$ cat config.mk
export PLATFORM = sky130hd
export DESIGN_NAME = mem_arbiter
export DESIGN_NICKNAME = d
export VERILOG_FILES = /design/src/rtl/mem_arbiter.sv
export SDC_FILE = /design/constraint.sdc
export NUM_CORES = 1
export LEC_CHECK = 0
export ABC_AREA = 1
export ABC_CLOCK_PERIOD_IN_PS = 2300
export BUFFER_PORTS_ARGS = -buffer_cell sky130_fd_sc_hd__buf_2
export CAP_MARGIN = 20
export CELL_PAD_IN_SITES_DETAIL_PLACEMENT = 0
export CELL_PAD_IN_SITES_GLOBAL_PLACEMENT = 1
export CORE_ASPECT_RATIO = 0.5
export CORE_MARGIN = 5
export CORE_UTILIZATION = 14
export CTS_BUF_LIST = sky130_fd_sc_hd__clkbuf_4 sky130_fd_sc_hd__clkbuf_8 sky130_fd_sc_hd__clkbuf_16
export DETAILED_ROUTE_END_ITERATION = 16
export GPL_TIMING_DRIVEN = 0
export PLACE_DENSITY = 0.84
export SYNTH_ARGS = -nofsm -noshare
export SYNTH_HDL_FRONTEND = slang
export SYNTH_SLANG_ARGS = --single-unit
$ cat constraint.sdc
create_clock -name clk -period 2.3 [get_ports clk]
set_input_delay 0.115 -clock clk [delete_from_list [all_inputs] [get_ports clk]]
set_output_delay 0.115 -clock clk [all_outputs]
set_load 0.01 [all_outputs]
$ cat src/rtl/mem_arbiter.sv
// mem_arbiter: shares one AXI4-Lite slave port between the instruction fetch
// unit (read-only) and the load/store unit (read + write). One transaction at
// a time, LSU preferred, with a bounded-wait counter so a pending IFU fetch is
// never starved for more than MAX_WAIT consecutive LSU grants.
module mem_arbiter #(
  parameter int ADDR_W   = 32,
  parameter int DATA_W   = 32,
  parameter int MAX_WAIT = 4
) (
  input  logic                clk,
  input  logic                rst,
  // IFU read channels
  input  logic [ADDR_W-1:0]   ifu_araddr,
  input  logic                ifu_arvalid,
  output logic                ifu_arready,
  output logic [DATA_W-1:0]   ifu_rdata,
  output logic [1:0]          ifu_rresp,
  output logic                ifu_rvalid,
  input  logic                ifu_rready,
  // LSU read channels
  input  logic [ADDR_W-1:0]   lsu_araddr,
  input  logic                lsu_arvalid,
  output logic                lsu_arready,
  output logic [DATA_W-1:0]   lsu_rdata,
  output logic [1:0]          lsu_rresp,
  output logic                lsu_rvalid,
  input  logic                lsu_rready,
  // LSU write channels
  input  logic [ADDR_W-1:0]   lsu_awaddr,
  input  logic                lsu_awvalid,
  input  logic [DATA_W-1:0]   lsu_wdata,
  input  logic [DATA_W/8-1:0] lsu_wstrb,
  input  logic                lsu_wvalid,
  output logic                lsu_awready,
  output logic                lsu_wready,
  output logic [1:0]          lsu_bresp,
  output logic                lsu_bvalid,
  input  logic                lsu_bready,
  // Slave port
  output logic [ADDR_W-1:0]   m_araddr,
  output logic                m_arvalid,
  output logic                m_rready,
  input  logic                m_arready,
  input  logic [DATA_W-1:0]   m_rdata,
  input  logic [1:0]          m_rresp,
  input  logic                m_rvalid,
  output logic [ADDR_W-1:0]   m_awaddr,
  output logic                m_awvalid,
  output logic [DATA_W-1:0]   m_wdata,
  output logic [DATA_W/8-1:0] m_wstrb,
  output logic                m_wvalid,
  input  logic                m_awready,
  input  logic                m_wready,
  input  logic [1:0]          m_bresp,
  input  logic                m_bvalid,
  output logic                m_bready,
  // Debug: current owner of the slave port
  output logic [1:0]          grant
);

  // MAX_WAIT=0 still needs a 1-bit counter; it simply never leaves zero.
  localparam int CNT_W = (MAX_WAIT > 0) ? $clog2(MAX_WAIT + 1) : 1;
  localparam logic [CNT_W-1:0] WAIT_MAX = CNT_W'(MAX_WAIT);

  localparam logic [1:0] IDLE   = 2'd0;
  localparam logic [1:0] IFU_RD = 2'd1;
  localparam logic [1:0] LSU_RD = 2'd2;
  localparam logic [1:0] LSU_WR = 2'd3;

  logic [1:0]       state, stateNext;
  logic [CNT_W-1:0] starveCnt;
  logic             wrReq, rdReq, ifReq;

  assign wrReq = lsu_awvalid | lsu_wvalid;
  assign rdReq = lsu_arvalid;
  assign ifReq = ifu_arvalid;
  assign grant = state;

  // Arbitrate from IDLE; release the grant on the final response handshake.
  always_comb begin
    stateNext = state;
    case (state)
      IDLE: begin
        if (ifReq && (starveCnt == WAIT_MAX)) stateNext = IFU_RD;
        else if (wrReq)                       stateNext = LSU_WR;
        else if (rdReq)                       stateNext = LSU_RD;
        else if (ifReq)                       stateNext = IFU_RD;
      end
      IFU_RD: if (m_rvalid && ifu_rready) stateNext = IDLE;
      LSU_RD: if (m_rvalid && lsu_rready) stateNext = IDLE;
      LSU_WR: if (m_bvalid && lsu_bready) stateNext = IDLE;
      default: stateNext = IDLE;
    endcase
  end

  // State register and IFU starvation counter (counts LSU wins over a waiting IFU).
  always_ff @(posedge clk) begin
    if (rst) begin
      state     <= IDLE;
      starveCnt <= '0;
    end else begin
      state <= stateNext;
      if (state == IDLE) begin
        if (stateNext == IFU_RD)
          starveCnt <= '0;
        else if ((stateNext == LSU_RD || stateNext == LSU_WR) && ifReq &&
                 (starveCnt != WAIT_MAX))
          starveCnt <= starveCnt + 1'b1;
      end
    end
  end

  // Route the owner's channels to the slave; everything else is held at zero.
  always_comb begin
    ifu_arready = 1'b0;
    ifu_rdata   = '0;
    ifu_rresp   = '0;
    ifu_rvalid  = 1'b0;
    lsu_arready = 1'b0;
    lsu_rdata   = '0;
    lsu_rresp   = '0;
    lsu_rvalid  = 1'b0;
    lsu_awready = 1'b0;
    lsu_wready  = 1'b0;
    lsu_bresp   = '0;
    lsu_bvalid  = 1'b0;
    m_araddr    = '0;
    m_arvalid   = 1'b0;
    m_rready    = 1'b0;
    m_awaddr    = '0;
    m_awvalid   = 1'b0;
    m_wdata     = '0;
    m_wstrb     = '0;
    m_wvalid    = 1'b0;
    m_bready    = 1'b0;
    case (state)
      IFU_RD: begin
        m_araddr    = ifu_araddr;
        m_arvalid   = ifu_arvalid;
        m_rready    = ifu_rready;
        ifu_arready = m_arready;
        ifu_rdata   = m_rdata;
        ifu_rresp   = m_rresp;
        ifu_rvalid  = m_rvalid;
      end
      LSU_RD: begin
        m_araddr    = lsu_araddr;
        m_arvalid   = lsu_arvalid;
        m_rready    = lsu_rready;
        lsu_arready = m_arready;
        lsu_rdata   = m_rdata;
        lsu_rresp   = m_rresp;
        lsu_rvalid  = m_rvalid;
      end
      LSU_WR: begin
        // AW and W pass through independently; the slave may take them in any order.
        m_awaddr    = lsu_awaddr;
        m_awvalid   = lsu_awvalid;
        m_wdata     = lsu_wdata;
        m_wstrb     = lsu_wstrb;
        m_wvalid    = lsu_wvalid;
        m_bready    = lsu_bready;
        lsu_awready = m_awready;
        lsu_wready  = m_wready;
        lsu_bresp   = m_bresp;
        lsu_bvalid  = m_bvalid;
      end
      default: ;
    endcase
  end

endmodule
-- Word level (Yosys, flattened, before mapping)
Cells that the tools add are included.
- register bits: 5
- output and inout port bits: 184
- input port bits: 182
- logic and storage cells: 53
- muxes and demuxes: 31
- eq/ne operators: 8
- reductions and logical operators: 10
- add/sub/neg operators: 1
- bitwise logic cells: 1
- operators with widths (kind ; number):
    32-bit 2-to-1 mux ; 4
    32-bit case mux with 2 select lines ; 1
    2-bit 2-to-1 mux ; 10
    1-bit 2-to-1 mux ; 10
    2-bit == test (second input constant) ; 4
    2-bit case mux with 4 select lines ; 1
    1-bit logical AND ; 6
    3-bit 2-to-1 mux ; 2
    2-bit by 1-bit == test with 1-bit output (second input constant) ; 2
    4-bit 2-to-1 mux ; 1
    1-bit case mux with 2 select lines ; 2
    3-bit by 1-bit adder with 3-bit output (second input constant) ; 1
    3-bit == test (second input constant) ; 1
    3-bit inequality test (second input constant) ; 1
    2-bit zero test ; 1
    2-bit AND reduction ; 1
    2-bit nonzero test ; 1
    1-bit logical OR ; 1
    1-bit OR ; 1

-- Depth between registers and ports, before layout
Gate-level depths: netlist of the first run.
- depth after elaboration: 11
- gate-level depth with buffers: 12
- depth with buffers taken out: 12

-- Worst setup path after synthesis of the first run
Ideal clock, no wire load.
- path kind: reg-to-reg
- from: register state[0], in the netlist grant[0]
- to: register starveCnt[0]
- required time: 2185 ps
- data arrival time: 1563 ps
- path buffers: 1
- library setup time: 115 ps
- cell stages (with the launch flop): 12
- clock period less this slack: 1678 ps
- path slack: 622 ps
- cells stage by stage: dfxtp_1 > inv_1 > ha_1 > buf_4 > nand2_1 > nand3_2 > nand2_2 > nand2_4 > o21ai_4 > nand3_1 > nand2_1 > nor2_1
- word-level cells in the longest chain between the ends: 11
- elaborated cells between the ends (all ways): 21
- those cells by class: 6 x eq/ne; 9 x mux; 6 x reduce/logical
- ends and longest elaborated chain (what ; line ; text):
    start, declared ; 70 ; logic [1:0] state, stateNext;
    start signal, assigned ; 102 ; state <= stateNext;
    2-bit 2-to-1 mux ; 87 ; else if (ifReq) stateNext = IFU_RD;
    2-bit 2-to-1 mux ; 86 ; else if (rdReq) stateNext = LSU_RD;
    2-bit 2-to-1 mux ; 85 ; else if (wrReq) stateNext = LSU_WR;
    2-bit 2-to-1 mux ; 84 ; if (ifReq && (starveCnt == WAIT_MAX)) stateNext = IFU_RD;
    2-bit case mux with 4 select lines ; 82 ; case (state)
    2-bit == test ; 106 ; else if ((stateNext == LSU_RD || stateNext == LSU_WR) && ifReq &&
    1-bit logical OR ; 106 ;
    1-bit logical AND (2 in a row) ; 106 ;
    2-bit nonzero test (no source line) ; n/a ;
    2-bit AND reduction (no source line) ; n/a ;
    end signal, assigned ; 108 ; starveCnt <= starveCnt + 1'b1;
    end, declared ; 71 ; logic [CNT_W-1:0] starveCnt;
Parallel ways exist; a longest one is shown, timed or not.
A chain may end at the register's enable or synchronous reset.

-- Worst setup path in the final report of the first run
- from: register state[0], in the netlist grant[0]
- to: output m_araddr[22]
- word-level cells in the longest chain between the ends: 2
- elaborated cells between the ends (all ways): 3
- those cells by class: 2 x eq/ne; 1 x mux
- ends and longest elaborated chain (what ; line ; text):
    2-bit == test / 2-bit by 1-bit == test with 1-bit output (equally long branches) ; 136 ; case (state)
    32-bit case mux with 2 select lines * ; 136 ;
    end, declared ; 40 ; output logic [ADDR_W-1:0] m_araddr,
Every way passes the cells marked *; elsewhere a longest branch is shown, timed or not.

==> results.md, run 1 <==
- Relative slew slack: 64.55%
- Worst setup SP type: flip-flop
- Pre-Repair DR Iteration Count: 5
- Chip width: 184.5 um
- DRC: 0
- Share of the synthesized area in the top cell type: 39.81%
- Synth Instances: 493
- P_leak: 0.003712 uW
- PD cells: 638.7 nW/um2
- Num ports: 366
- Share of layout cells above drive strength 1: 45.41%
- Die area: 17940 um2
- Initial antenna violation count: 0
- Critical Path RT: 2.18 ns
- Finished Layout Cells: 1059
- Mapped Nets: 682
- Yosys top cell by area: nand2_1
- Crit share post-route: 94.50%
- Largest net degree at the start of global routing: 11
- # rows: 31
- Crit path DAT: 2.06 ns
- # hold bufs at CTS: 0
- Global-route usage over all layers: 13.77%
- HPWL Detailed: 12330 um
- Fin Clk Skew: 0.001888 ns
- GRT overflow: 0
- Kind of critical path: flip-flop to primary output
- DR vias: 4032
- Clock root buffer: clkbuf_16
- Outcome: completed
- Design Power: 2743 uW
- Initial Util: 14.49%
- ANT nets after route: 0
- DP Cell Count: 1056
- DR iter-0 viols: 255
- Fin crit period: 2.173 ns
- Final setup violation count: 0
- Max_cap viols: 0
- CTS tree: built
- Peak Freq: 460.1 MHz
- Yosys reg bits: 5
- Ant. Diodes: 0
- R2r setup slk: 0.46 ns
- Clock sink total: 5
- Worst Hold Class: input pin to flip-flop
- CTS H-tree depth: 1
- Max VDD drop: 0.2257 mV
- CP max stage cell: dfxtp_1
- Yosys cell types: 20
- Layout Area Growth over Synthesis: 101.5%
- Worst-skew pair later-pin latency: 0.23 ns
- Synthesized area: 2131 um2
- Post-route setup slack: 0.1266 ns
- CP Cell Sequence: inv_1, ha_1, clkinvlp_4, buf_2, a21oi_1, buf_2
- Mapped Avg Cell Area: 4.322 um2
- Synth area leaders: nand2_1, inv_1, a21oi_1
- Final Net Count: 1051
- Place WS: 0.2648 ns
- Vias/cell: 3.807
- Vias in the first global route: 3633
- Commonest non-fill, non-tap cell in the layout: buf_2
- Core ar.: 14700 um2
- Crit Path Max Fanout: 10
- Port Buffers: 365
- First-pass GRT wire length: 19920 um
- Most frequent cells in the layout: buf_2, nand2_1, inv_1
- Max-slew violation count: 0
- Postcts setup bufs: 0
- Top cell by count, worst path: buf_2
- CTS buffer count: 3
- Clock transition at the registers of the reported paths: 0.03 ns
- RSZ-0062 raised after global routing: no
- Hold Fails Final Rpt: 0
- RePlAce Congestion: 0.8935
- Crit path capture type: primary output
- Count of cells resized by post-cts repair: 0
- Die H: 97.24 um
- Post-route setup TNS: 0 ns
- Pin slew with the least headroom to its limit: 0.5317 ns
- Drt total wl: 13800 um
- Post-synthesis sequential area ratio: 4.698%
- Clock tree buffer depth: 2
- WL/cell: 13.03 um
- Max incr delay on CP: 0.47 ns
- YS warnings: 0
routing by layer:
metal | part of all wire, % | vias to the layer above | GRT usage [%]
met1 | 43 | 1807 | 18.04
met4 | 0.50 | 0 | 1.420
met2 | 51 | 126 | 25.31
met3 | 6.3 | 6 | 1.159
met5 | 0 | - | 0
li1 | - | 2093 | -
critical path: cells and delay by family (launching register included):
family / cells / cell delay [ns]
fa+ha+maj: 1 / 0.34
compound gates: 1 / 0.25
flops: 1 / 0.47
buf+inv: 4 / 0.76
through the flow:
step	hold slack (ns)	util [%]	area, um2
2_1_floorplan	0.1841	-	2131
3_5_place_dp	0.3194	28.61	4205
5_1_grt	0.09299	29.21	4294
3_3_place_gp	0.3146	28.61	4205
4_1_cts	0.08453	29.17	4288
6_report	0.08716	29.21	4294
registers in the layout, summed over array words and instances, names as in the netlist:
signal,flops
grant,2
starveCnt,3
cells by family (layout without fill, tap and decap cells):
group | count (synthesis) | after routing | synth area share, %
AOI/OAI and AO/OA | 44 | 44 | 11.22
xor gates and xnor gates | 1 | 1 | 0.4111
adders and majority gates | 7 | 7 | 4.110
buffers and inverters | 187 | 555 | 33.82
DFF | 5 | 5 | 4.698
and+or+nand+nor | 249 | 249 | 45.74
power by group:
| part | switching, uW | total (uW) | leakage [uW] | internal, uW |
|---|---|---|---|---|
| Clock | 53.4 | 294 | 0.0000416 | 241 |
| Combinational | 1440 | 2270 | 0.00363 | 829 |
| Sequential | 48.8 | 175 | 0.0000414 | 127 |
cells in the mapped netlist:
master,n
nand3_2,1
o21bai_1,3
nor2_1,6
nand2_1,226
buf_4,1
o21ai_0,1
nand2_2,5
o21ai_4,1
nand3_1,9
clkinv_1,1
xnor2_1,1
inv_1,158
nand2_4,1
clkbuf_1,20
buf_2,6
ha_1,7
a21oi_1,39
dfxtp_1,5
buf_6,1
nand4_1,1
worst paths after layout:
| path | start | to | depth (start not counted) |
|---|---|---|---|
| min | rst | grant[1] | 2 |
| max | grant[0] | m_araddr[22] | 6 |
| max reg2reg | grant[0] | starveCnt[1] | 11 |
| min reg2reg | starveCnt[1] | starveCnt[1] | 2 |
final cells by class:
class	instances	area, um2
Timing Repair Buffer	365	1827
Multi-Input combinational cell	301	1310
Fill cell	1710	10410
Tap cell	198	247.7
Buffer	27	126.4
Sequential cell	5	100.1
Clock buffer	4	82.58
Inverter	159	600.6
(Power assumes the default switching activity.)
==> inputs of run 2 (changes only) <==
--- a/config.mk
+++ b/config.mk
@@ -17,6 +17,7 @@
 export CTS_BUF_LIST = sky130_fd_sc_hd__clkbuf_4 sky130_fd_sc_hd__clkbuf_8 sky130_fd_sc_hd__clkbuf_16
 export DETAILED_ROUTE_END_ITERATION = 16
 export GPL_TIMING_DRIVEN = 0
+export HOLD_SLACK_MARGIN = 0.12
 export PLACE_DENSITY = 0.84
 export SYNTH_ARGS = -nofsm -noshare
 export SYNTH_HDL_FRONTEND = slang
==> results.md, run 2 (synthesis gave the netlist of run 1 again) <==
- Outcome: completed
- Kind of critical path: flip-flop to primary output
- ANT nets after route: 0 (unchanged)
- Cells on Worst Hold Path: 5 (+3)
- Port Buffers: 365 (unchanged)
- HP Start: lsu_arvalid
- Layout Area Growth over Synthesis: 102.0%
- CTS buffer count: 3 (unchanged)
- Core ar.: 14700 um2 (unchanged)
- Most frequent cells in the layout: buf_2, nand2_1, inv_1
- Commonest non-fill, non-tap cell in the layout: buf_2
- Largest register FFs: 3 (unchanged)
- Max VDD drop: 0.2257 mV (about the same)
- Hold Fails Final Rpt: 0 (unchanged)
- First-pass GRT wire length: 19940 um (+0.11%)
- DRC: 0 (unchanged)
- Share of layout cells above drive strength 1: 45.36% (-0.053 points)
- RR Startpoint: grant[0]
- Met1 Routed Length: 5842 um (-0.90%)
- CTS tree: built
- Fin Clk Skew: 0.001989 ns (+0.0001014 ns)
- Design Power: 2742 uW (about the same)
- Peak Freq: 455.9 MHz (-0.90%)
- Vias in the first global route: 3639 (+0.17%)
- GRT overflow: 0 (unchanged)
- DR vias: 4012 (-0.50%)
- Num ports: 366 (unchanged)
- Pin slew with the least headroom to its limit: 0.5262 ns (-0.005554 ns)
- Final Net Count: 1052 (+0.095%)
- WL/cell: 12.99 um (-0.28%)
- R2r setup slk: 0.46 ns (about the same)
- CP max stage cell: dfxtp_1
- DR WL met3: 889 um (+2.9%)
- # rows: 31 (unchanged)
- Final setup violation count: 0 (unchanged)
- Post-route setup TNS: 0 ns (unchanged)
- Largest net degree at the start of global routing: 11 (unchanged)
- Initial antenna violation count: 0 (unchanged)
- DR iter-0 viols: 262 (+2.7%)
- Crit share post-route: 95.36% (+0.86 points)
- Worst-skew pair later-pin latency: 0.23 ns (about the same)
- FF-to-FF End: starveCnt[1]
- Crit path capture type: primary output
- P_leak: 0.003716 uW (+0.11%)
- Ant. Diodes: 0 (unchanged)
- Worst setup SP type: flip-flop
- Clock transition at the registers of the reported paths: 0.03 ns (about the same)
- Max_cap viols: 0 (unchanged)
- Clock sink total: 5 (unchanged)
- Clock tree buffer depth: 2 (unchanged)
- RSZ-0062 raised after global routing: no
- Die area: 17940 um2 (unchanged)
- Clock root buffer: clkbuf_16
- Max incr delay on CP: 0.47 ns (about the same)
- Crit Path Max Fanout: 10 (unchanged)
- Vias/cell: 3.785 (-0.59%)
- Core Util, Final: 29.28% (+0.068 points)
- Pre-Repair DR Iteration Count: 5 (unchanged)
- HPWL Detailed: 12330 um (unchanged)
- Worst Hold Endpoint: grant[1]
- CP Cell Sequence: inv_1, ha_1, clkinvlp_4, buf_2, a21oi_1, buf_2
- Crit path DAT: 2.08 ns (+0.02 ns)
- CTS H-tree depth: 1 (unchanged)
- Critical Path RT: 2.18 ns (about the same)
- PD cells: 637.1 nW/um2 (-0.25%)
- Top cell by count, worst path: buf_2
- Max-slew violation count: 0 (unchanged)
- Worst Hold Class: input pin to flip-flop
- Die H: 97.24 um (unchanged)
- Chip width: 184.5 um (unchanged)
- RePlAce Congestion: 0.8935 (unchanged)
- Fin crit period: 2.193 ns (+0.01984 ns)
- Global-route usage over all layers: 13.77% (about the same)
- Relative slew slack: 64.92% (+0.37 points)
- Largest reg by FF count: starveCnt
- Top sig layer: met4
- Met2 routed WL: 6966 um (about the same)
- R2r worst-path depth: 11 (unchanged)
- Drt total wl: 13770 um (-0.18%)
- Initial Util: 14.49% (unchanged)
==> run 2: cell count changes in the layout (fill, tap and decap cells not counted), sizes merged <==
| cell | change |
|---|---|
| dlygate4sd3 | +1 |
==> run 2: what timing repair did <==
action,CTS,global route
endpoints found under the hold margin,2,0
hold buffers,1,0
gates resized for setup,0,12
endpoints found under the setup margin,0,25
setup buffers,0,0
==> run 2: report_power, final <==
group | leakage [uW] | switching, uW | total [uW] | internal [uW]
Sequential | 0.0000414 | 49.2 | 176 | 127
Clock | 0.0000416 | 53.4 | 295 | 241
Combinational | 0.00363 | 1440 | 2270 | 830
Total | 0.00372 | 1540 | 2740 | 1200
==> run 2: routing by layer <==
metal,vias to the layer above,global-route usage (%)
li1,2096,-
met1,1773,18.06
met2,137,25.31
met3,6,1.159
met4,0,1.420
met5,-,0
==> run 2: cell type report <==
class,count,area [um2]
timing repair buffer,366,1837
inverter,159,600.6
clock buffer,4,82.58
multi-input combinational,301,1310
tap,198,247.7
buffer,27,126.4
fill,1709,10400
sequential,5,100.1
==> run 2: how the worst max path moves through the flow <==
stage,to,slack (ns),startpoint
3_3_place_gp,m_araddr[22],0.26,grant[0]
3_5_place_dp,m_araddr[22],0.26,grant[0]
5_1_grt,m_araddr[22],0.04,grant[0]
4_1_cts,m_araddr[22],0.02,grant[0]
2_1_floorplan,starveCnt[0],0.62,grant[0]
6_report,m_araddr[22],0.11,grant[0]
==> run 2: per-stage QoR <==
stage                     hold slack (ns)  worst slack (ns)  std cells  cell area, um2
after floorplan                    0.1841            0.6223        493            2131
final                              0.3572            0.1067       1060            4304
after detailed placement           0.3194            0.2648       1056            4205
after global routing               0.3866           0.03789       1060            4304
after CTS                          0.3659           0.01938       1061            4298
after global placement             0.3146            0.2645       1056            4205
==> run 2: worst max-delay path, delay by kind of cell, from the launching register on <==
| family | cells | cell delay, ns |
|---|---|---|
| adders and majority gates | 1 | 0.34 |
| buffers and inverters | 4 | 0.76 |
| AOI/OAI and AO/OA | 1 | 0.26 |
| DFF | 1 | 0.47 |
==> inputs of run 3 (changes only) <==
--- a/config.mk
+++ b/config.mk
@@ -11,14 +11,13 @@
 export CAP_MARGIN = 20
 export CELL_PAD_IN_SITES_DETAIL_PLACEMENT = 0
 export CELL_PAD_IN_SITES_GLOBAL_PLACEMENT = 1
-export CORE_ASPECT_RATIO = 0.5
-export CORE_MARGIN = 5
-export CORE_UTILIZATION = 14
+export CORE_AREA = 5 5 137 139
 export CTS_BUF_LIST = sky130_fd_sc_hd__clkbuf_4 sky130_fd_sc_hd__clkbuf_8 sky130_fd_sc_hd__clkbuf_16
 export DETAILED_ROUTE_END_ITERATION = 16
+export DIE_AREA = 0 0 142 144
 export GPL_TIMING_DRIVEN = 0
 export HOLD_SLACK_MARGIN = 0.12
-export PLACE_DENSITY = 0.84
+export PLACE_DENSITY = 0.75
 export SYNTH_ARGS = -nofsm -noshare
 export SYNTH_HDL_FRONTEND = slang
 export SYNTH_SLANG_ARGS = --single-unit
==> results.md, run 3 (synthesis gave the netlist of run 1 again) <==
- Clock root buffer: clkbuf_16
- Port Buffers: 365 (unchanged)
- CP max stage cell: dfxtp_1
- Chip width: 142 um (-23%)
- Commonest non-fill, non-tap cell in the layout: buf_2
- # rows: 49 (+58%)
- Place WS: 0.1811 ns (-0.08373 ns)
- FF-to-FF End: starveCnt[1]
- Post-route setup slack: 0.2488 ns (+0.1421 ns)
- Final Net Count: 1053 (+0.095%)
- Post-route setup TNS: 0 ns (unchanged)
- Outcome: completed
- WL/cell: 12.96 um (-0.29%)
- Clock tree buffer depth: 2 (unchanged)
- Core ar.: 17530 um2 (+19%)
- Die area: 20450 um2 (+14%)
- CTS tree: built
- Worst setup SP type: flip-flop
- DRC: 0 (unchanged)
- DR iter-0 viols: 161 (-39%)
- Initial antenna violation count: 2 (+2)
- Worst path bufs/invs: 4 (unchanged)
- DR vias: 4008 (-0.10%)
- Crit Path Max Fanout: 10 (unchanged)
- Pin slew with the least headroom to its limit: 0.5035 ns (-0.02262 ns)
- Setup crit end: m_araddr[3]
- Kind of critical path: flip-flop to primary output
- RSZ-0062 raised after global routing: no
- Area of the multi-input gates: 1310 um2 (unchanged)
- Clock transition at the registers of the reported paths: 0.03 ns (about the same)
- Design Power: 2743 uW (about the same)
- First-pass GRT wire length: 19700 um (-1.2%)
- FF/Latch Area: 101.3 um2 (+1.2%)
- Worst Hold Class: input pin to flip-flop
- GRT overflow: 0 (unchanged)
- Share of layout cells above drive strength 1: 45.31% (-0.053 points)
- Fillcell total: 2104 (+23%)
- PD cells: 631.4 nW/um2 (-0.90%)
- Max incr delay on CP: 0.41 ns (-0.06 ns)
- Max VDD drop: 0.3522 mV (+56%)
- Largest reg by FF count: starveCnt
- Largest net degree at the start of global routing: 11 (unchanged)
- Stages on the worst setup path: 6 (unchanged)
- Critical Path RT: 2.18 ns (about the same)
- R2r worst-path depth: 11 (unchanged)
- Relative slew slack: 66.43% (+1.5 points)
- HPWL Detailed: 12680 um (+2.8%)
- ANT nets after route: 0 (unchanged)
- Die H: 144 um (+48%)
- Crit path capture type: primary output
- Fin Clk Skew: 0.0008805 ns (-0.001109 ns)
- Clock sink total: 5 (unchanged)
- Layout Area Growth over Synthesis: 103.9%
- Initial Util: 12.15% (-2.3 points)
- Worst-skew pair later-pin latency: 0.23 ns (about the same)
- CP top delay family: buffers and inverters
- Drt total wl: 14150 um (+2.7%)
- RePlAce Congestion: 0.8313 (-7.0%)
- Crit share post-route: 89.18% (-6.2 points)
- Top cell by count, worst path: buf_2
- Vias/cell: 3.670 (-3.0%)
- Peak Freq: 487.5 MHz (+6.9%)
- Max_cap viols: 0 (unchanged)
- Hold Fails Final Rpt: 0 (unchanged)
- Ant. Diodes: 0 (unchanged)
- Vias in the first global route: 3728 (+2.4%)
- Largest register FFs: 3 (unchanged)
- Crit. Startpoint: grant[1]
- R2r setup slk: 0.57 ns (+0.11 ns)
- Num ports: 366 (unchanged)
- CTS buffer count: 3 (unchanged)
- Fin crit period: 2.051 ns (-0.1421 ns)
- Global-route usage over all layers: 12.09% (-1.7 points)
- Most frequent cells in the layout: buf_2, nand2_1, inv_1
- CTS H-tree depth: 1 (unchanged)
- Final setup violation count: 0 (unchanged)
- Max-slew violation count: 0 (unchanged)
- P_leak: 0.003718 uW (about the same)
- RR Startpoint: grant[0]
- Crit path DAT: 1.94 ns (-0.14 ns)
- Pre-Repair DR Iteration Count: 5 (unchanged)
- Postcts setup bufs: 0 (unchanged)
- CP Cell Sequence: inv_1, ha_1, clkinv_1, buf_2, a21oi_1, buf_2
run 3: cell types whose count changed in the layout (fill, tap and decap cells not counted), sizes merged:
cell,delta
buf,+1
clkinv,+1
clkinvlp,-1
run 3: through the flow:
stage	util [%]	cells	instance area, um2	hold slack [ns]
5_1_grt	24.78	1092	4344	0.3868
3_5_place_dp	24.20	1087	4244	0.3080
6_report	24.78	1092	4344	0.3544
4_1_cts	24.75	1092	4339	0.3533
3_3_place_gp	24.20	1087	4244	0.3098
2_1_floorplan	-	493	2131	0.1841
run 3: layout make-up:
| type | instances | area share [%] |
|---|---|---|
| Timing Repair Buffer | 366 | 42.28 |
| Tap cell | 229 | 6.596 |
| Clock buffer | 4 | 1.901 |
| Inverter | 159 | 13.74 |
| Multi-Input combinational cell | 301 | 30.16 |
| Buffer | 28 | 2.995 |
| Sequential cell | 5 | 2.333 |
run 3: report_power, final:
part	total [uW]	internal, uW	switching, uW
combinational	2270	829	1440
sequential	176	128	48.3
clock	299	241	57.1
total	2740	1200	1540
run 3: routing by layer:
metal | up-vias | global-route usage (%) | part of all wire [%]
met5 | - | 0 | 0.20
met4 | 4 | 1.263 | 0.88
met3 | 14 | 3.042 | 11
met2 | 219 | 23.35 | 50
met1 | 1677 | 13.79 | 38
li1 | 2094 | - | -
run 3: what timing repair did:
action | CTS | global route
endpoints found under the hold margin | 2 | 0
hold buffers | 1 | 0
endpoints found under the setup margin | 3 | 9
gates resized for setup | 2 | 9
run 3: tightest hold or removal path: stages:
cell and delay (ns):
buf_2 0.09, inv_1 0.05, nand3_1 0.08, nand2_2 0.07, a21oi_1 0.13
run 3: worst min-delay path by stage:
| stage | from | end | slack [ns] | cells after the start |
|---|---|---|---|---|
| 2_1_floorplan | rst | grant[1] | 0.18 | 1 |
| 3_3_place_gp | rst | grant[1] | 0.31 | 2 |
| 3_5_place_dp | rst | grant[1] | 0.31 | 2 |
| 4_1_cts | lsu_arvalid | grant[1] | 0.35 | 5 |
| 5_1_grt | lsu_arvalid | grant[1] | 0.39 | 5 |
| 6_report | lsu_arvalid | grant[1] | 0.35 | 5 |
